### src/rtl/gemm_isa_pkg.sv
// gemm_isa_pkg: GEMM accelerator ISA field layout, opcodes, legality check and fetch FSM states
package gemm_isa_pkg;
  localparam int INST_W = 16;
  localparam int OPCODE_W = 4;
  localparam int BUF_ID_W = 2;
  localparam int MEM_LOC_W = 10;
  localparam int OPCODE_ARRAY_INDEX = 16;
  localparam int BUF_ID_ARRAY_INDEX = 12;
  localparam int MEM_LOC_ARRAY_INDEX = 10;
  localparam logic [OPCODE_W-1:0] opcode_LD = 4'b0010;
  localparam logic [OPCODE_W-1:0] opcode_ST = 4'b0011;
  localparam logic [OPCODE_W-1:0] opcode_GEMM = 4'b0100;
  localparam logic [OPCODE_W-1:0] opcode_DRAINSYS = 4'b0101;
  typedef enum logic [1:0] {IDLE, FETCH, ISSUE, DONE} state_t;
  function automatic logic opcode_legal(input logic [OPCODE_W-1:0] op);
    return op inside {opcode_LD, opcode_ST, opcode_GEMM, opcode_DRAINSYS};
  endfunction
endpackage

### src/rtl/inst_decode.sv
// inst_decode: splits an instruction word into opcode/buf_id/mem_loc and flags legal opcodes
module inst_decode
  import gemm_isa_pkg::*;
(
  input  logic [INST_W-1:0]    word,
  output logic [OPCODE_W-1:0]  opcode,
  output logic [BUF_ID_W-1:0]  buf_id,
  output logic [MEM_LOC_W-1:0] mem_loc,
  output logic                 legal
);
  assign opcode = word[OPCODE_ARRAY_INDEX-1 -: OPCODE_W];
  assign buf_id = word[BUF_ID_ARRAY_INDEX-1 -: BUF_ID_W];
  assign mem_loc = word[MEM_LOC_ARRAY_INDEX-1 -: MEM_LOC_W];
  assign legal = opcode_legal(opcode);
endmodule

### src/rtl/inst_fetch.sv
// inst_fetch: program store + sequencer issuing legal instructions under valid/ready; INST_FETCH_PREFETCH_EN adds a prefetch register for 1 inst/cycle
module inst_fetch
  import gemm_isa_pkg::*;
#(
  parameter int INST_WIDTH = 16,
  parameter int INST_MEMORY_SIZE = 6,
  parameter int LOG2_INST_MEMORY_SIZE = 3,
  parameter int OPCODE_WIDTH = 4,
  parameter int BUF_ID_WIDTH = 2,
  parameter int MEM_LOC_WIDTH = 10
) (
  input  logic                           clk,
  input  logic                           rst_n,
  input  logic                           i_prog_wr_en,
  input  logic [LOG2_INST_MEMORY_SIZE-1:0] i_prog_wr_addr,
  input  logic [INST_WIDTH-1:0]          i_prog_wr_data,
  input  logic [LOG2_INST_MEMORY_SIZE:0] i_prog_len,
  input  logic                           i_start,
  output logic                           o_inst_valid,
  input  logic                           i_inst_ready,
  output logic [OPCODE_WIDTH-1:0]        o_opcode,
  output logic [BUF_ID_WIDTH-1:0]        o_buf_id,
  output logic [MEM_LOC_WIDTH-1:0]       o_mem_loc,
  output logic                           o_busy,
  output logic                           o_done,
  output logic                           o_err
);
  localparam logic [LOG2_INST_MEMORY_SIZE:0] DEPTH = (LOG2_INST_MEMORY_SIZE+1)'(INST_MEMORY_SIZE);
  logic [INST_WIDTH-1:0] mem [INST_MEMORY_SIZE];
  state_t state;
  logic [LOG2_INST_MEMORY_SIZE:0] len, clamp;
  logic [LOG2_INST_MEMORY_SIZE-1:0] pc;
  logic [INST_WIDTH-1:0] nxt;
  logic [OPCODE_W-1:0] d_op;
  logic [BUF_ID_W-1:0] d_buf;
  logic [MEM_LOC_W-1:0] d_loc;
  logic d_legal, last, adv;
  function automatic logic [INST_WIDTH-1:0] rd(input logic [LOG2_INST_MEMORY_SIZE-1:0] a);
    return {1'b0, a} < DEPTH ? mem[a] : '0;
  endfunction
  assign clamp = i_prog_len > DEPTH ? DEPTH : i_prog_len;
  assign last = {1'b0, pc} == len - 1'b1;
  assign adv = !o_inst_valid || i_inst_ready;
`ifdef INST_FETCH_PREFETCH_EN
  logic [INST_WIDTH-1:0] pf;
  assign nxt = state == ISSUE ? pf : rd(pc);
`else
  assign nxt = rd(pc);
`endif
  inst_decode u_decode (
    .word    (nxt),
    .opcode  (d_op),
    .buf_id  (d_buf),
    .mem_loc (d_loc),
    .legal   (d_legal)
  );
  // program store: cleared on reset, writable only while idle and in range
  always_ff @(posedge clk or negedge rst_n) begin
    if (!rst_n) begin
      for (int i = 0; i < INST_MEMORY_SIZE; i++) mem[i] <= '0;
    end else if (state == IDLE && i_prog_wr_en && {1'b0, i_prog_wr_addr} < DEPTH) begin
      mem[i_prog_wr_addr] <= i_prog_wr_data;
    end
  end
  // sequencer: fetch into the issue register, hold until handshake, skip illegal words
  always_ff @(posedge clk or negedge rst_n) begin
    if (!rst_n) begin
      state <= IDLE;
      len <= '0;
      pc <= '0;
      o_inst_valid <= 1'b0;
      o_opcode <= '0;
      o_buf_id <= '0;
      o_mem_loc <= '0;
      o_busy <= 1'b0;
      o_done <= 1'b0;
      o_err <= 1'b0;
`ifdef INST_FETCH_PREFETCH_EN
      pf <= '0;
`endif
    end else begin
      o_done <= 1'b0;
      case (state)
        IDLE: if (i_start) begin
          len <= clamp;
          pc <= '0;
          o_err <= 1'b0;
          o_busy <= clamp != '0;
          state <= clamp == '0 ? DONE : FETCH;
        end
        FETCH: begin
          o_opcode <= d_op;
          o_buf_id <= d_buf;
          o_mem_loc <= d_loc;
          o_inst_valid <= d_legal;
`ifdef INST_FETCH_PREFETCH_EN
          pf <= rd(pc + 1'b1);
`endif
          state <= ISSUE;
        end
        ISSUE: if (adv) begin
          if (!o_inst_valid) o_err <= 1'b1;
          o_inst_valid <= 1'b0;
          if (last) begin
            o_busy <= 1'b0;
            state <= DONE;
          end else begin
            pc <= pc + 1'b1;
            state <= FETCH;
`ifdef INST_FETCH_PREFETCH_EN
            if (o_inst_valid) begin
              o_opcode <= d_op;
              o_buf_id <= d_buf;
              o_mem_loc <= d_loc;
              o_inst_valid <= d_legal;
              pf <= rd(pc + 2'd2);
              state <= ISSUE;
            end
`endif
          end
        end
        DONE: begin
          o_done <= 1'b1;
          state <= IDLE;
        end
        default: state <= IDLE;
      endcase
    end
  end
endmodule

### config.mk
export PLATFORM = sky130hd
export DESIGN_NAME = inst_fetch
export DESIGN_NICKNAME = d
export VERILOG_FILES = /design/src/rtl/gemm_isa_pkg.sv /design/src/rtl/inst_decode.sv /design/src/rtl/inst_fetch.sv
export SDC_FILE = /design/constraint.sdc
export NUM_CORES = 1
export LEC_CHECK = 0
export ABC_CLOCK_PERIOD_IN_PS = 2360
export BUFFER_PORTS_ARGS = -buffer_cell sky130_fd_sc_hd__buf_4
export CAP_MARGIN = 20
export CORE_MARGIN = 2
export CORE_UTILIZATION = 60
export DETAILED_ROUTE_END_ITERATION = 8
export PLACE_DENSITY = 0.76
export RECOVER_POWER = 50
export SLEW_MARGIN = 10
export SYNTH_ARGS = -nofsm -noshare
export SYNTH_HDL_FRONTEND = slang
export SYNTH_SLANG_ARGS = --single-unit
### constraint.sdc
create_clock -name clk -period 2.36 [get_ports clk]
set_input_delay 0.472 -clock clk [delete_from_list [all_inputs] [get_ports clk]]
set_output_delay 0.472 -clock clk [all_outputs]
set_load 0.01 [all_outputs]
==> metrics.yaml, run 1 <==
status:
  status: "finished clean"
setup_path:
  critPathArrivalTime_ns: 2.45
  cp_max_fo: 11
  worstSetupStartpointType: "flop"
  crit_end: "pc[0]"
  slowest_delay_ns: 0.64
  r2r-start: "state[1]"
  reg2reg_slack_ns: 0.31
  cpLargestDelayFamily: "compound AO/OA/AOI/OAI gates"
  critPathSlowestCell: "a311oi_1"
  critPathKind: "flop to flop"
  reg2reg_to: "pc[0]"
  cp-end-kind: "flop"
  reg2reg_depth: 4
  crit_start: "state[1]"
  path_buf_inv: 0
  worst-path-stages: 4
  crit_chain: "nor2_1 -> a311oi_1 -> and2_4 -> mux2_4"
  required_ns: 2.76
synth:
  yosysWarnings: 0
  yosysSeqAreaShare_pct: 53.9
  synth-edff-count: 0
  avgSynthCellArea_sq_um: 14.5
  synth.net_count: 431
  yosys.area.top_type: "dfrtp_1"
  synth_area_leaders: "dfrtp_1 54%, mux2_2 17%, mux2_4 5.4%"
  ys.flop_type: "dfrtp_1"
  yosysMostFrequentCell: "dfrtp_1"
  synthTopCellsByCount: "125 x dfrtp_1, 87 x mux2_2, 21 x mux2_4, 20 x nand2_1"
  yosys.area.top_type_share_pct: 53.9
  netlist_instances: 401
  netlist_area_sq_um: 5800
  ys_types: 48
  synthArstFlopShare_pct: 100
  synth-seq-cells: 125
detailed_routing:
  wire_per_inst_um: 19.5
  firstDrtPassIters: 4
  ant_nets: 0
  drt_iter0_markers: 98
  wl_um: 11600
  drc: 0
  vias: 3476
  via_per_inst: 5.83
power_and_ir_drop:
  p_per_area_nw_per_um2: 1370
  ir_drop_uv: 621
  leakage_nw: 3.09
floorplan:
  fp.dieW_um: 102
  core_sq_um: 9330
  start_util_pct: 62.2
  num_rows: 35
  io_pins: 48
  die_height_um: 102
  dieArea_sq_um: 10500
global_routing:
  grt_overflow: 0
  antenna_found_initial: 0
  grt_pass1_wl_um: 19300
  grt_pass1_vias: 3695
  grtUsageTotal_pct: 25.0
  grt_max_degree: 47
timing:
  rsz0062_at_grt: "false"
  clock_skew_ns: 0.00723
  finalSetupTns_ns: 0
  layout_setup_ws_ns: 0.310
  timing.final.crit_share_pct: 86.9
  hold_slack_ns: 0.222
  max_freq_mhz: 488
  fin_crit_ns: 2.05
  max_slew_margin_pct: 36.1
  slew_violations: 0
  final-hold-violation-count: 0
  finalSetupViolations: 0
  worst-slew-pin-transition_ns: 0.958
clock_tree:
  cts_root_buffer: "clkbuf_8"
  clock_latency_ns: 0.51
  cts_setup_buffers: 0
  max-clock-path-buffers: 2
  h-tree-depth: 4
  cts.clk_slew.worst_paths_ns: 0.06
  cts_resized: 0
  cts_sinks: 125
  cts_tree: "yes"
  numCtsBuffers: 17
min_path:
  min_path_type: "input port to flop"
final_layout:
  multi_input_area_sq_um: 2440
  area_delta_synth_final_pct: 17.1
  stdcell_count: 596
  final_util_pct: 72.9
  regArea_sq_um: 3130
  fillers: 602
  diodes: 0
  drive_gt1_share_pct: 43.9
  final_net_count: 487
placement:
  pre_cts_slack_ns: 0.402
  place.gp.congestion: 0.742
  port_buffers: 47
  place_hpwl_um: 7170
  placed_cells: 566
job:
  cap_violations: 0
area by class of cell:
cell class	instances	area share (%)
clock buffers	23	7.01
clock inverters	6	1.97
inverters	8	0.442
multi-input cells	245	35.9
flip-flops and latches	125	46.0
well taps	129	2.37
repair buffers	60	6.24
logic make-up (layout without fill, tap and decap cells):
logic type,count (synthesis),in the layout,share of synthesized area [%]
AO/OA/AOI/OAI,44,44,4.96
XOR/XNOR,6,6,0.905
adder cells (fa/ha/maj),2,2,0.431
buffers and inverters,31,97,3.71
flip-flops,125,125,53.9
multiplexers,133,133,30.0
AND/OR/NAND/NOR,60,60,6.10
layer usage:
metal | vias to the layer above | track usage [%] | wire (um)
li1 | 1581 | - | -
met1 | 1827 | 31.7 | 5200
met2 | 59 | 42.2 | 5960
met3 | 9 | 6.77 | 346
met4 | 0 | 7.90 | 107
met5 | - | 0 | 0
sequential cells by signal (all words and copies together) (netlist names):
name,cells
len,4
o_mem_loc,10
o_opcode,4
o_inst_valid,1
pc,3
mem,96
o_err,1
o_buf_id,2
o_busy,1
o_done,1
state,2
how the worst min path moves through the flow:
| stage | slack (ns) | to | depth (start not counted) | startpoint |
|---|---|---|---|---|
| after global placement | 0.46 | o_opcode[1] | 2 | o_opcode[1] |
| after detailed placement | 0.47 | o_mem_loc[4] | 2 | o_mem_loc[4] |
| after CTS | 0.20 | mem[31] | 2 | i_prog_wr_data[15] |
| after global routing | 0.21 | mem[31] | 2 | i_prog_wr_data[15] |
| after floorplan | 0.18 | len[0] | 0 | rst_n |
| final | 0.22 | mem[31] | 2 | i_prog_wr_data[15] |
what timing repair did:
| item | 4_1_cts | 5_1_grt |
|---|---|---|
| endpoints found under the setup margin | 0 | 0 |
| endpoints found under the hold margin | 37 | 0 |
| hold buffers | 1 | 0 |
through the flow:
stage	cell area (sq um)	power (mW)
2_1_floorplan	5800	5.88
3_3_place_gp	6250	6.55
3_5_place_dp	6250	6.70
4_1_cts	6870	9.47
5_1_grt	6800	9.86
6_report	6800	9.33
where the power goes:
part           leakage (nW)  internal [mW]  switching [mW]
Sequential             1.56           3.13           0.613
Combinational          1.22           1.70            1.19
Clock                 0.300           1.81           0.879
layout by cell type, fill, tap and decap left out, drive strengths merged, types with 2 or more instances in the layout:
cell / count
bufinv: 4
dfrtp: 125
nand2: 21
nand4b: 2
o22ai: 2
nor3: 5
mux4: 14
o21ai: 22
mux2i: 9
nand3: 2
xnor2: 5
a22oi: 13
ha: 2
a21oi: 3
nor2b: 3
mux2: 110
nor4: 2
clkbuf: 33
buf: 49
nand2b: 2
inv: 8
clkinv: 2
nor2: 14
nand4: 2
and2: 3
No activity file was read; power rests on OpenSTA's default activity.
==> inputs of run 2 (changes only) <==
- CORE_UTILIZATION: 60 -> 62
- CTS_BUF_LIST: unset -> sky130_fd_sc_hd__clkbuf_8
- PLACE_DENSITY: 0.76 -> 0.78
- RECOVER_POWER: 50 -> 100
- SLEW_MARGIN: 10 -> unset
==> run 2 against run 1 <==
Against the previous run: power decreased by 11%; core utilization fell by 2.4 points; via count decreased by 2.0%; first-iteration DRC count up 60%; worst hold slack better by 0.035 ns; design area shrank 5.2%; final cell count is 2.3% lower.
==> metrics.yaml, run 2 (synthesis gave the netlist of run 1 again) <==
setup_path:
  required_ns: 2.65  # -0.11 ns
  critPathArrivalTime_ns: 2.32  # -0.13 ns
  critPathKind: "flop to flop"
  cp_max_fo: 16  # +5
  cp-end-kind: "flop"
  worstSetupStartpointType: "flop"
detailed_routing:
  vias: 3405  # -2.0%
  drt_iter0_markers: 157  # +60%
  ant_nets: 0  # unchanged
  wl_um: 11300  # -2.6%
  via_per_inst: 5.85  # +0.31%
  firstDrtPassIters: 4  # unchanged
  drc: 0  # unchanged
  wire_per_inst_um: 19.4  # -0.21%
final_layout:
  largest_reg_flops: 96  # unchanged
  top_regs: "mem (96), o_mem_loc (10)"
  largest-register: "mem"
  stdcell_count: 582  # -2.3%
  diodes: 0  # unchanged
  layout_commonest_cell: "dfrtp_1"
  area_delta_synth_final_pct: 11.1
  drive_gt1_share_pct: 35.9  # -8.0 points
  final_net_count: 489  # +0.41%
  fillers: 674  # +12%
  final_cell_mix: "125 x dfrtp_1, 87 x mux2_2, 34 x buf_4, 23 x clkbuf_1"
status:
  status: "finished clean"
floorplan:
  dieArea_sq_um: 10200  # -3.1%
  core_sq_um: 9150  # -1.9%
  die_height_um: 101  # -1.6%
  start_util_pct: 63.4  # +1.2 points
  fp.dieW_um: 101  # -1.6%
  io_pins: 48  # unchanged
  num_rows: 35  # unchanged
power_and_ir_drop:
  fin_total_pwr_mw: 8.28  # -11%
  ir_drop_uv: 606  # -2.5%
  p_per_area_nw_per_um2: 1280  # -6.4%
  leakage_nw: 2.92  # -5.6%
clock_tree:
  cts_sinks: 125  # unchanged
  cts_setup_buffers: 0  # unchanged
  max-clock-path-buffers: 2  # unchanged
  cts_hold_buffers: 0  # -1
  cts_resized: 0  # unchanged
  cts_root_buffer: "clkbuf_8"
  cts_tree: "yes"
  clock_latency_ns: 0.42  # -0.09 ns
  numCtsBuffers: 17  # unchanged
  h-tree-depth: 4  # unchanged
  cts.clk_slew.worst_paths_ns: 0.07  # about the same
timing:
  timing.final.crit_share_pct: 85.9  # -0.95 points
  final-hold-violation-count: 0  # unchanged
  max_freq_mhz: 493  # +1.1%
  slew_violations: 0  # unchanged
  worst-slew-pin-transition_ns: 1.13  # +0.168 ns
  clock_skew_ns: 0.00928  # +0.00204 ns
  fin_crit_ns: 2.03  # -0.0224 ns
  max_slew_margin_pct: 25.0  # -11 points
  finalSetupTns_ns: 0  # unchanged
  hold_slack_ns: 0.257  # +0.0346 ns
  finalSetupViolations: 0  # unchanged
  rsz0062_at_grt: "false"
global_routing:
  grt_overflow: 0  # unchanged
  grtUsageTotal_pct: 24.3  # -0.64 points
  grt_pass1_vias: 3637  # -1.6%
  antenna_found_initial: 0  # unchanged
  grt_pass1_wl_um: 18700  # -3.0%
  grt_max_degree: 53  # +13%
placement:
  port_buffers: 47  # unchanged
  place_hpwl_um: 7310  # +2.0%
  placed_cells: 550  # -2.8%
  place.gp.congestion: 0.753  # +1.6%
job:
  cap_violations: 0  # unchanged
min_path:
  min_path_type: "input port to async pin"
[run 2: changes by cell type in the layout (fill, tap and decap cells not counted), sizes merged]
cell | before | now
buf | 49 | 37
bufinv | 4 | 3
clkbuf | 33 | 46
clkinvlp | 0 | 1
dlygate4sd3 | 1 | 0
inv | 8 | 12
[run 2: cell type report]
class,count,area (sq um),area share [%]
inverters,8,30.0,0.466
well taps,111,139,2.15
clock buffers,21,289,4.48
flip-flops and latches,125,3130,48.5
multi-input cells,245,2330,36.2
clock inverters,10,123,1.90
repair buffers,62,403,6.25
[run 2: where the power goes]
part | leakage (nW) | total, mW | internal, mW | switching [mW]
combinational | 1.13 | 2.69 | 1.50 | 1.19
sequential | 1.56 | 3.69 | 3.12 | 0.564
clock | 0.223 | 1.90 | 1.13 | 0.766
total | 2.92 | 8.28 | 5.76 | 2.52
[run 2: worst max-delay path, cell delays in order (launching register included)]
cell	delay (ns)
dfrtp_1	0.50
nor2_4	0.20
nand4b_2	0.63
mux2_1	0.57
[run 2: metal layers]
| metal | part of all wire, % | global-route usage (%) | vias to the layer above |
|---|---|---|---|
| li1 | - | - | 1582 |
| met1 | 46 | 32.8 | 1765 |
| met3 | 2.4 | 5.89 | 8 |
| met2 | 50 | 39.6 | 50 |
| met4 | 0.87 | 7.38 | 0 |
| met5 | 0 | 0 | - |
[run 2: worst paths after layout]
| path | from | to | slack (ns) | depth (start not counted) |
|---|---|---|---|---|
| min | rst_n | o_done | 0.26 | 1 |
| min in group clk | i_prog_wr_data[6] | mem[38] | 0.33 | 2 |
| min reg2reg | o_mem_loc[3] | o_mem_loc[3] | 0.48 | 2 |
| max | state[0] | mem[31] | 0.33 | 3 |
| max in group asynchronous | rst_n | mem[67] | 0.63 | 2 |
| max reg2reg | state[0] | mem[31] | 0.33 | 3 |
[run 2: stage by stage]
stage / worst slack, ns / utilization, % / area (sq um)
global route: 0.256 / 70.4 / 6450
floorplan: 0.689 / - / 5800
global placement: 0.456 / 68.2 / 6240
CTS: 0.411 / 72.7 / 6650
finish: 0.332 / 70.4 / 6450
detailed placement: 0.429 / 68.2 / 6240
==> inputs of run 3 (changes only) <==
- CORE_MARGIN: 2 -> unset
==> run 3 against run 2 <==
Against the previous run: design area about the same; flip-flop and latch count unchanged; first-iteration DRC count down 17%; highest routed layer unchanged; core utilization up 2.1 points; largest cell class unchanged.
==> metrics.yaml, run 3 (synthesis gave the netlist of run 1 again) <==
status:
  status: "finished clean"
clock_tree:
  numCtsBuffers: 17  # unchanged
  max-clock-path-buffers: 2  # unchanged
  cts_sinks: 125  # unchanged
  cts_tree: "yes"
  clock_latency_ns: 0.42  # about the same
  cts_resized: 0  # unchanged
  cts_setup_buffers: 0  # unchanged
  cts_hold_buffers: 1  # +1
  cts.clk_slew.worst_paths_ns: 0.07  # about the same
  cts_root_buffer: "clkbuf_8"
  h-tree-depth: 4  # unchanged
final_layout:
  fillers: 627  # -7.0%
  area_delta_synth_final_pct: 11.1  # about the same
  largest-register: "mem"
  diodes: 0  # unchanged
  multi_input_area_sq_um: 2350  # +0.54%
  layout_commonest_cell: "dfrtp_1"
  largest_reg_flops: 96  # unchanged
  top_regs: "mem (96), o_mem_loc (10)"
  final_cell_mix: "125 x dfrtp_1, 87 x mux2_2, 32 x buf_4, 23 x clkbuf_1"
  regArea_sq_um: 3130  # unchanged
  final_net_count: 491  # +0.41%
  stdcell_count: 582  # unchanged
  drive_gt1_share_pct: 36.9  # +1.0 points
floorplan:
  core_sq_um: 8890  # -2.9%
  start_util_pct: 65.3  # +1.9 points
  num_rows: 34  # -2.9%
  dieArea_sq_um: 9750  # -3.9%
  io_pins: 48  # unchanged
  die_height_um: 98.8  # -2.0%
  fp.dieW_um: 98.8  # -2.0%
global_routing:
  grtUsageTotal_pct: 26.9  # +2.5 points
  grt_max_degree: 52  # -1.9%
  grt_overflow: 0  # unchanged
  antenna_found_initial: 0  # unchanged
  grt_pass1_vias: 3836  # +5.5%
  grt_pass1_wl_um: 19700  # +5.4%
setup_path:
  cp-end-kind: "flop"
  critPathArrivalTime_ns: 2.38  # +0.06 ns
  cp_max_fo: 16  # unchanged
  critPathKind: "flop to flop"
  required_ns: 2.65  # about the same
  worstSetupStartpointType: "flop"
timing:
  max_slew_margin_pct: 40.0  # +15 points
  max_freq_mhz: 479  # -2.8%
  fin_crit_ns: 2.09  # +0.0585 ns
  clock_skew_ns: 0.0125  # +0.00320 ns
  worst-slew-pin-transition_ns: 0.897  # -0.229 ns
  slew_violations: 0  # unchanged
  timing.final.crit_share_pct: 88.4  # +2.5 points
  finalSetupTns_ns: 0  # unchanged
  finalSetupViolations: 0  # unchanged
  rsz0062_at_grt: "false"
  final-hold-violation-count: 0  # unchanged
placement:
  placed_cells: 549  # -0.18%
  port_buffers: 47  # unchanged
  place_hpwl_um: 7310  # about the same
  place.gp.congestion: 0.712  # -5.5%
detailed_routing:
  drc: 0  # unchanged
  wl_um: 11400  # +0.95%
  drt_iter0_markers: 131  # -17%
  vias: 3455  # +1.5%
  firstDrtPassIters: 4  # unchanged
  via_per_inst: 5.94  # +1.5%
  ant_nets: 0  # unchanged
  wire_per_inst_um: 19.6  # +0.95%
power_and_ir_drop:
  p_per_area_nw_per_um2: 1290  # +0.47%
  ir_drop_uv: 638  # +5.4%
  leakage_nw: 2.91  # -0.15%
min_path:
  min_path_type: "input port to flop"
job:
  cap_violations: 0  # unchanged
[run 3: cell count changes in the layout (fill, tap and decap cells not counted), sizes merged]
cell	before	now
clkinvlp	1	3
buf	37	33
clkinv	2	3
inv	12	11
dlygate4sd3	0	1
clkbuf	46	50
[run 3: worst max-delay path, stage by stage, from the launching register on]
cell	delay (ns)
dfrtp_1	0.52
nor4_2	0.36
nand2_1	0.58
mux2_2	0.50
[run 3: routing by layer]
| layer | global-route usage [%] | share of wire (%) | vias to the layer above |
|---|---|---|---|
| li1 | - | - | 1583 |
| met3 | 6.24 | 3.5 | 6 |
| met1 | 36.5 | 45 | 1808 |
| met2 | 43.1 | 51 | 58 |
| met4 | 9.41 | 0.56 | 0 |
| met5 | 0 | 0 | - |
[run 3: final timing paths]
check	start	slack [ns]	to	cells after the start
worst max register to register	state[0]	0.27	mem[91]	3
worst min-delay path	i_prog_len[1]	0.31	len[1]	3
min in group asynchronous	rst_n	0.70	len[2]	2
worst max-delay path	state[0]	0.27	mem[91]	3
worst min register to register	o_opcode[1]	0.48	o_opcode[1]	2
max in group asynchronous	rst_n	0.56	mem[81]	3
[run 3: layout make-up]
class,count,share of cell area [%]
Clock buffer,20,4.27
Clock inverter,12,2.23
Inverter,8,0.465
Multi-Input combinational cell,245,36.4
Sequential cell,125,48.5
Tap cell,108,2.09
Timing Repair Buffer,64,6.07
[run 3: through the flow]
stage	cell area (sq um)	setup WS (ns)	hold slack, ns	utilization [%]	power [mW]
5_1_grt	6450	0.173	0.302	72.6	8.86
2_1_floorplan	5800	0.689	0.176	-	5.88
6_report	6450	0.273	0.306	72.6	8.33
3_3_place_gp	6240	0.452	0.437	70.2	6.58
3_5_place_dp	6240	0.405	0.442	70.2	6.74
4_1_cts	6670	0.392	0.278	75.0	8.72
[run 3: where the power goes]
group	total (mW)	switching, mW	internal (mW)	leakage (nW)
logic	2.69	1.19	1.50	1.13
registers	3.70	0.577	3.12	1.56
clock network	1.94	0.820	1.12	0.214
